==> src/rtl/pll_mgmt_responder.sv <==
// PLL management responder: memory-mapped shadow settings plus a sequencer that
// applies them, pulses pll_areset and waits (with timeout) for the PLL to relock.
module pll_mgmt_responder #(
  parameter int RESET_CYCLES = 16,
  parameter int LOCK_TIMEOUT = 4096
) (
  input  logic        mgmt_clk,
  input  logic        mgmt_reset,
  input  logic [5:0]  mgmt_address,
  input  logic        mgmt_write,
  input  logic [31:0] mgmt_writedata,
  input  logic        mgmt_read,
  output logic [31:0] mgmt_readdata,
  output logic        mgmt_waitrequest,
  input  logic        pll_locked,
  output logic        pll_areset,
  output logic [31:0] cfg_n,
  output logic [31:0] cfg_m,
  output logic [31:0] cfg_c0,
  output logic [31:0] cfg_frac,
  output logic        reconf_done
);

  localparam int MAX_CNT = (RESET_CYCLES > LOCK_TIMEOUT) ? RESET_CYCLES : LOCK_TIMEOUT;
  localparam int CNT_W   = $clog2(MAX_CNT + 1);
  localparam logic [CNT_W-1:0] RST_LAST  = CNT_W'(RESET_CYCLES - 1);
  localparam logic [CNT_W-1:0] LOCK_LAST = CNT_W'(LOCK_TIMEOUT - 1);

  localparam logic [31:0] N_DEF    = 32'h0001_0000;
  localparam logic [31:0] M_DEF    = 32'h0000_0404;
  localparam logic [31:0] C0_DEF   = 32'h0000_0505;
  localparam logic [31:0] FRAC_DEF = 32'h9745_BF27;

  typedef enum logic [2:0] {IDLE, APPLY, RST, LOCKWAIT, DONE} state_e;

  state_e           state_q;
  logic [CNT_W-1:0] cnt_q;
  logic             mode_q, err_q, areset_q, done_q;
  logic [31:0]      shN_q, shM_q, shC0_q, shFrac_q;
  logic [31:0]      cfgN_q, cfgM_q, cfgC0_q, cfgFrac_q;
  logic [31:0]      rdata_q, rdata_d;
  logic             busy, wrAcc, rdAcc, ctrlWr;

  assign busy             = (state_q != IDLE);
  assign mgmt_waitrequest = ~mode_q & busy;
  assign wrAcc            = mgmt_write & ~mgmt_waitrequest;
  assign rdAcc            = mgmt_read & ~mgmt_waitrequest;
  // MODE, STATUS and START are only writable while idle; shadows always are.
  assign ctrlWr           = wrAcc & ~busy;

  assign mgmt_readdata = rdata_q;
  assign pll_areset    = areset_q;
  assign reconf_done   = done_q;
  assign cfg_n         = cfgN_q;
  assign cfg_m         = cfgM_q;
  assign cfg_c0        = cfgC0_q;
  assign cfg_frac      = cfgFrac_q;

  always_comb begin
    rdata_d = rdata_q;
    if (rdAcc) begin
      case (mgmt_address)
        6'd0:    rdata_d = {31'd0, mode_q};
        6'd1:    rdata_d = {29'd0, pll_locked, err_q, busy};
        6'd3:    rdata_d = shN_q;
        6'd4:    rdata_d = shM_q;
        6'd5:    rdata_d = shC0_q;
        6'd7:    rdata_d = shFrac_q;
        default: rdata_d = 32'd0;
      endcase
    end
  end

  always_ff @(posedge mgmt_clk) begin
    if (mgmt_reset) rdata_q <= 32'd0;
    else            rdata_q <= rdata_d;
  end

  always_ff @(posedge mgmt_clk) begin
    if (mgmt_reset) begin
      shN_q    <= N_DEF;
      shM_q    <= M_DEF;
      shC0_q   <= C0_DEF;
      shFrac_q <= FRAC_DEF;
    end else if (wrAcc) begin
      case (mgmt_address)
        6'd3: shN_q <= mgmt_writedata;
        6'd4: shM_q <= mgmt_writedata;
        6'd5: if (mgmt_writedata[22:18] == 5'd0) shC0_q <= mgmt_writedata;
        6'd7: shFrac_q <= mgmt_writedata;
        default: ;
      endcase
    end
  end

  // cfg_* are loaded on the edge into APPLY so the new values are visible for the whole APPLY cycle.
  always_ff @(posedge mgmt_clk) begin
    if (mgmt_reset) begin
      state_q   <= IDLE;
      cnt_q     <= '0;
      areset_q  <= 1'b0;
      done_q    <= 1'b0;
      mode_q    <= 1'b0;
      err_q     <= 1'b0;
      cfgN_q    <= N_DEF;
      cfgM_q    <= M_DEF;
      cfgC0_q   <= C0_DEF;
      cfgFrac_q <= FRAC_DEF;
    end else begin
      if (ctrlWr && mgmt_address == 6'd0) mode_q <= mgmt_writedata[0];
      if (ctrlWr && mgmt_address == 6'd1) err_q <= 1'b0;
      case (state_q)
        IDLE: begin
          if (ctrlWr && mgmt_address == 6'd2) begin
            state_q   <= APPLY;
            cfgN_q    <= shN_q;
            cfgM_q    <= shM_q;
            cfgC0_q   <= shC0_q;
            cfgFrac_q <= shFrac_q;
          end
        end
        APPLY: begin
          state_q  <= RST;
          areset_q <= 1'b1;
          cnt_q    <= '0;
        end
        RST: begin
          if (cnt_q == RST_LAST) begin
            state_q  <= LOCKWAIT;
            areset_q <= 1'b0;
            cnt_q    <= '0;
          end else begin
            cnt_q <= cnt_q + 1'b1;
          end
        end
        LOCKWAIT: begin
          if (pll_locked) begin
            state_q <= DONE;
            done_q  <= 1'b1;
          end else if (cnt_q == LOCK_LAST) begin
            state_q <= DONE;
            done_q  <= 1'b1;
            err_q   <= 1'b1;
          end else begin
            cnt_q <= cnt_q + 1'b1;
          end
        end
        DONE: begin
          state_q <= IDLE;
          done_q  <= 1'b0;
        end
        default: state_q <= IDLE;
      endcase
    end
  end

endmodule

==> config.mk <==
export PLATFORM = sky130hd
export DESIGN_NAME = pll_mgmt_responder
export DESIGN_NICKNAME = d
export VERILOG_FILES = /design/src/rtl/pll_mgmt_responder.sv
export SDC_FILE = /design/constraint.sdc
export NUM_CORES = 1
export LEC_CHECK = 0
export CAP_MARGIN = 20
export CORE_ASPECT_RATIO = 0.75
export CORE_MARGIN = 2
export CORE_UTILIZATION = 56
export DETAILED_ROUTE_END_ITERATION = 8
export PLACE_DENSITY = 0.87
export SLEW_MARGIN = 20
export SYNTH_ARGS = -nofsm -noshare
export SYNTH_HDL_FRONTEND = slang
export SYNTH_SLANG_ARGS = --single-unit
==> constraint.sdc <==
create_clock -name mgmt_clk -period 4.6 [get_ports mgmt_clk]
set_input_delay 0.92 -clock mgmt_clk [delete_from_list [all_inputs] [get_ports mgmt_clk]]
set_output_delay 0.92 -clock mgmt_clk [all_outputs]
set_load 0.005 [all_outputs]
-- After elaboration in Yosys (flattened, before gate mapping)
Cells that the tools add are included.
- reductions and logical operators: 19
- muxes and demuxes: 19
- bitwise logic cells: 7
- add/subtract/negate cells: 1
- eq/ne operators: 17
- operators with widths (operator ; number):
    case mux 32 bit (6 select lines) ; 1
    two-way mux 13 bit ; 3
    case mux 13 bit (3 select lines) ; 1
    equality test 6 x 3 -> 1 bit (second input constant) ; 3
    adder 13 x 1 -> 13 bit (second input constant) ; 1
    equality test 13 x 12 -> 1 bit (second input constant) ; 1
    equality test 13 x 4 -> 1 bit (second input constant) ; 1
    equality test 6 x 2 -> 1 bit (second input constant) ; 2
    two-way mux 3 bit ; 4
    case mux 3 bit (4 select lines) ; 1
    AND reduction 2 bit ; 6
    AND reduction 3 bit ; 3
    != test 2 bit (second input constant) ; 4
    two-way mux 1 bit ; 7
    equality test 3 x 2 -> 1 bit (second input constant) ; 2
    equality test 6 x 1 -> 1 bit (second input constant) ; 1
    logical NOT 6 bit ; 1
    nonzero test 3 bit ; 2
    logical NOT 5 bit ; 1
    AND 1 bit ; 4
    case mux 1 bit (2 select lines) ; 2
    nonzero test 2 bit ; 2
    equality test 3 x 1 -> 1 bit (second input constant) ; 1
    equality test 3 bit (second input constant) ; 1
    4 further kinds ; 8
- flip-flop bits (word level): 308
- output and inout bits: 163
- input port bits: 43
- logic and storage cells: 78

-- Logic depth before layout (Yosys ltp)
- word-level depth: 10
- mapped depth: 8
- depth with buffers taken out: 6

-- Worst setup path before layout
No wires, ideal clock.
- kind: in2reg
- start point: input port mgmt_address[3]
- end point: register shFrac_q[0]
- required time: 4.482 ns
- setup time: 0.118 ns
- stages on the path: 6
- setup slack: 2.359 ns
- arrival time: 2.123 ns
- cell sequence: nor4b_4 o2111ai_1 or2_1 clkbuf_1 nor3_1 nor2_1
- cells in the longest elaborated chain, start to end: 2
- RTL lines (what ; line ; source):
    from (decl) ; 9 ; input logic [5:0] mgmt_address,
    equality test 6 x 3 -> 1 bit ; 86 ; case (mgmt_address)
    AND reduction 2 bit (no line) ; - ;
    to (signal assigned) ; 90 ; 6'd7: shFrac_q <= mgmt_writedata;
    to (decl) ; 39 ; logic [31:0] shN_q, shM_q, shC0_q, shFrac_q;
Every way passes these cells.
A chain may end at the register's enable or synchronous reset.

-- Worst setup path after layout
- start point: input port mgmt_address[1]
- end point: register shM_q[18]
- cells in the longest elaborated chain, start to end: 2
- RTL lines (what ; line ; source):
    equality test 6 x 3 -> 1 bit ; 86 ;
    AND reduction 2 bit (no line) ; - ;
    to (signal assigned) ; 88 ; 6'd4: shM_q <= mgmt_writedata;
    to (decl) ; 39 ;
Every way passes these cells.

==> results_dict.tcl <==
set metrics [dict create \
    grt_max_degree 134 \
    die_x_um 172 \
    peakVddDrop_v 0.000341 \
    layout_commonest_cell "nand2_1" \
    dp_hpwl_um 25700 \
    synth_top_area_share_pct 52.1 \
    rsz0062_at_grt "no" \
    multi_input_area_mm2 0.00517 \
    maxCapViolations 0 \
    fp.dieH_um 130 \
    crit_family "buffers and inverters" \
    syn_avg_cell_area_um2 8.25 \
    finalWorstSetupSlack_ns 1.59 \
    clock-sinks 308 \
    drcViolationCount 0 \
    critical_path_cell_count 7 \
    ys_warn_count 0 \
    cp_cell_sequence "clkdlybuf4s50_1, buf_4, and2b_1, and3_1, buf_4, nand2_1, a21oi_1" \
    cts_buffers 29 \
    post_cts_buffers 0 \
    cp-end-kind "flop" \
    fmax_mhz 332 \
    yosysUniqueCellTypes 56 \
    critical_path.max_stage_delay_ns 0.75 \
    cts_root_buffer "clkbuf_16" \
    vias_per_cell 5.92 \
    place_area_mm2 0.0140 \
    synth-async-reset-ratio_pct 0 \
    hold_buffers 0 \
    drtAntennaViolNets 0 \
    critPathLaunch "mgmt_address[1]" \
    start_util_pct 56.5 \
    num_vias 11200 \
    ys_seq_area_share_pct 52.1 \
    coreArea_mm2 0.0210 \
    worstPathMaxFanout 20 \
    ff_latch_area_mm2 0.00617 \
    clk_path_buf_depth 3 \
    period_minus_slack_ns 3.01 \
    tightest_slew_ns 0.934 \
    nNetsFinal 1629 \
    die_area_mm2 0.0223 \
    io_buffers 205 \
    drtIter0Drc 1771 \
    grt_overflow 0 \
    cp_common_cell "buf_4" \
    slew_viol_final 0 \
    grt_first_pass_wirelength_um 57300 \
    crit_slowest_cell "clkdlybuf4s50_1" \
    hold_viol 0 \
    cts_resized 0 \
    yosys.area.top_type "dfxtp_1" \
    finalSetupTns_ns 0 \
    run_status "complete, no violations" \
    syn-num-nets 1479 \
    final_layout_size_suffix_gt1_share_pct 7.66 \
    routed_wl_um 37700 \
    fin_util_pct 71.1 \
    min_period_over_period_pct 65.5 \
    start_kind "primary input" \
    netlist_instances 1435 \
    reg2reg_slack_ns 2.08 \
    arrival_ns 3.46 \
    layout_common_cells "481 x nand2_1, 308 x dfxtp_1, 205 x a21oi_1, 203 x clkdlybuf4s50_1, 58 x a22oi_1" \
    wl_per_cell_um 19.9 \
    crit_end "shM_q[18]" \
    cts_tree "done" \
    worstPathRequired_ns 5.05 \
    final_area_mm2 0.0149 \
    hp-class "reg2reg" \
    htree_levels 1 \
    grt_use_total_pct 33.1 \
    cts.clk_slew.worst_paths_ns 0.06 \
    ioPinCount 206 \
    path_class "in2reg" \
    fin_hold_ws_ns 0.450 \
    leakage_nw 5.07 \
    antenna_found_initial 4 \
    nFillCells 1574 \
    syn_to_final_growth_pct 25.8 \
    syn_area_mm2 0.0118 \
    place_ws_ns 1.19 \
    core.rowCount 46 \
    synthTopCellsByArea "dfxtp_1 52%, nand2_1 15%, a21oi_1 8.7%" \
    cp_num_buf_inv 3 \
    grt_pass1_vias 10200 \
    setup_viol 0 \
    synth_flop_cell "dfxtp_1" \
    reg2reg_to "cfg_c0[15]" \
    insertion_delay_ns 0.54 \
    synth-edff-count 0 \
    place_congestion 0.908 \
    first_pass_iters 6 \
    relSlewSlack_pct 37.8 \
    r2r_cells 6 \
    ys_seq_elements 308 \
    r2r_start "state_q[0]" \
    power_density_mw_per_mm2 351 \
    skew_ns 0.0141 \
]
[worst min-delay path, cell delays in order, from the launching register on]
cell,delay (ns)
dfxtp_1,0.31
nand2_1,0.05
a21oi_1,0.05
[routing by layer]
layer | vias to the layer above | track usage [%] | share of wire [%]
li1 | 5156 | - | -
met1 | 5264 | 49.7 | 43
met2 | 730 | 45.2 | 40
met3 | 79 | 11.3 | 14
met4 | 4 | 8.55 | 2.6
met5 | - | 0 | 0.056
[layout make-up]
type / count / share of cell area, %
Sequential cell: 308 / 41.4
Multi-Input combinational cell: 1015 / 34.7
Timing Repair Buffer: 228 / 15.1
Clock buffer: 43 / 5.76
Tap cell: 288 / 2.42
Clock inverter: 9 / 0.521
Inverter: 3 / 0.0756
Antenna cell: 2 / 0.0336
[registers in the layout, summed over array words and instances, names as in the netlist]
signal and count:
shC0_q 32, reconf_done 1, state_q 3, cfg_frac 32
shN_q 32, cnt_q 13, cfg_n 32, shM_q 32
err_q 1, shFrac_q 32, pll_areset 1, mgmt_readdata 32
cfg_m 32, mode_q 1, cfg_c0 32
[worst min path at each step]
stage,startpoint,end,slack [ns],cells past startpoint
after floorplan,shC0_q[1],shC0_q[1],0.44,2
after global placement,cfg_m[15],cfg_m[15],0.44,2
after detailed placement,cfg_n[12],cfg_n[12],0.44,2
after CTS,cfg_n[22],cfg_n[22],0.45,2
after global routing,cfg_m[30],cfg_m[30],0.47,2
final,cfg_n[9],cfg_n[9],0.45,2
[report_power, final]
| group | internal, W | switching (W) |
|---|---|---|
| logic | 0.0000727 | 0.000126 |
| clock network | 0.00134 | 0.00101 |
| registers | 0.00267 | 0.00000662 |
[kinds of logic after synthesis]
group | Yosys count | share of synthesized area, %
compound gates | 323 | 15.7
fa+ha+maj | 1 | 0.106
buf+inv | 112 | 4.47
flops | 308 | 52.1
mux | 34 | 3.40
simple gates | 657 | 24.2
[Yosys cell counts, drive strengths merged (3+ instances only)]
cell type,instances
dfxtp,308
o21ai,35
and3,5
nand4b,3
buf,40
nand2b,3
nand2,482
clkbuf,69
inv,3
a21oi,206
o311ai,3
nor4,3
nand3,18
mux2,30
nor2,38
and2,6
a22oi,58
nor3,41
or2,4
or4,3
nand4,4
nor2b,5
nand3b,36
[through the flow]
step	total power (W)	instances
after floorplan	0.00283	1435
after global placement	0.00293	1842
after detailed placement	0.00293	1842
after CTS	0.00522	1894
after global routing	0.00535	1895
final	0.00523	1896
(Power assumes the default switching activity.)
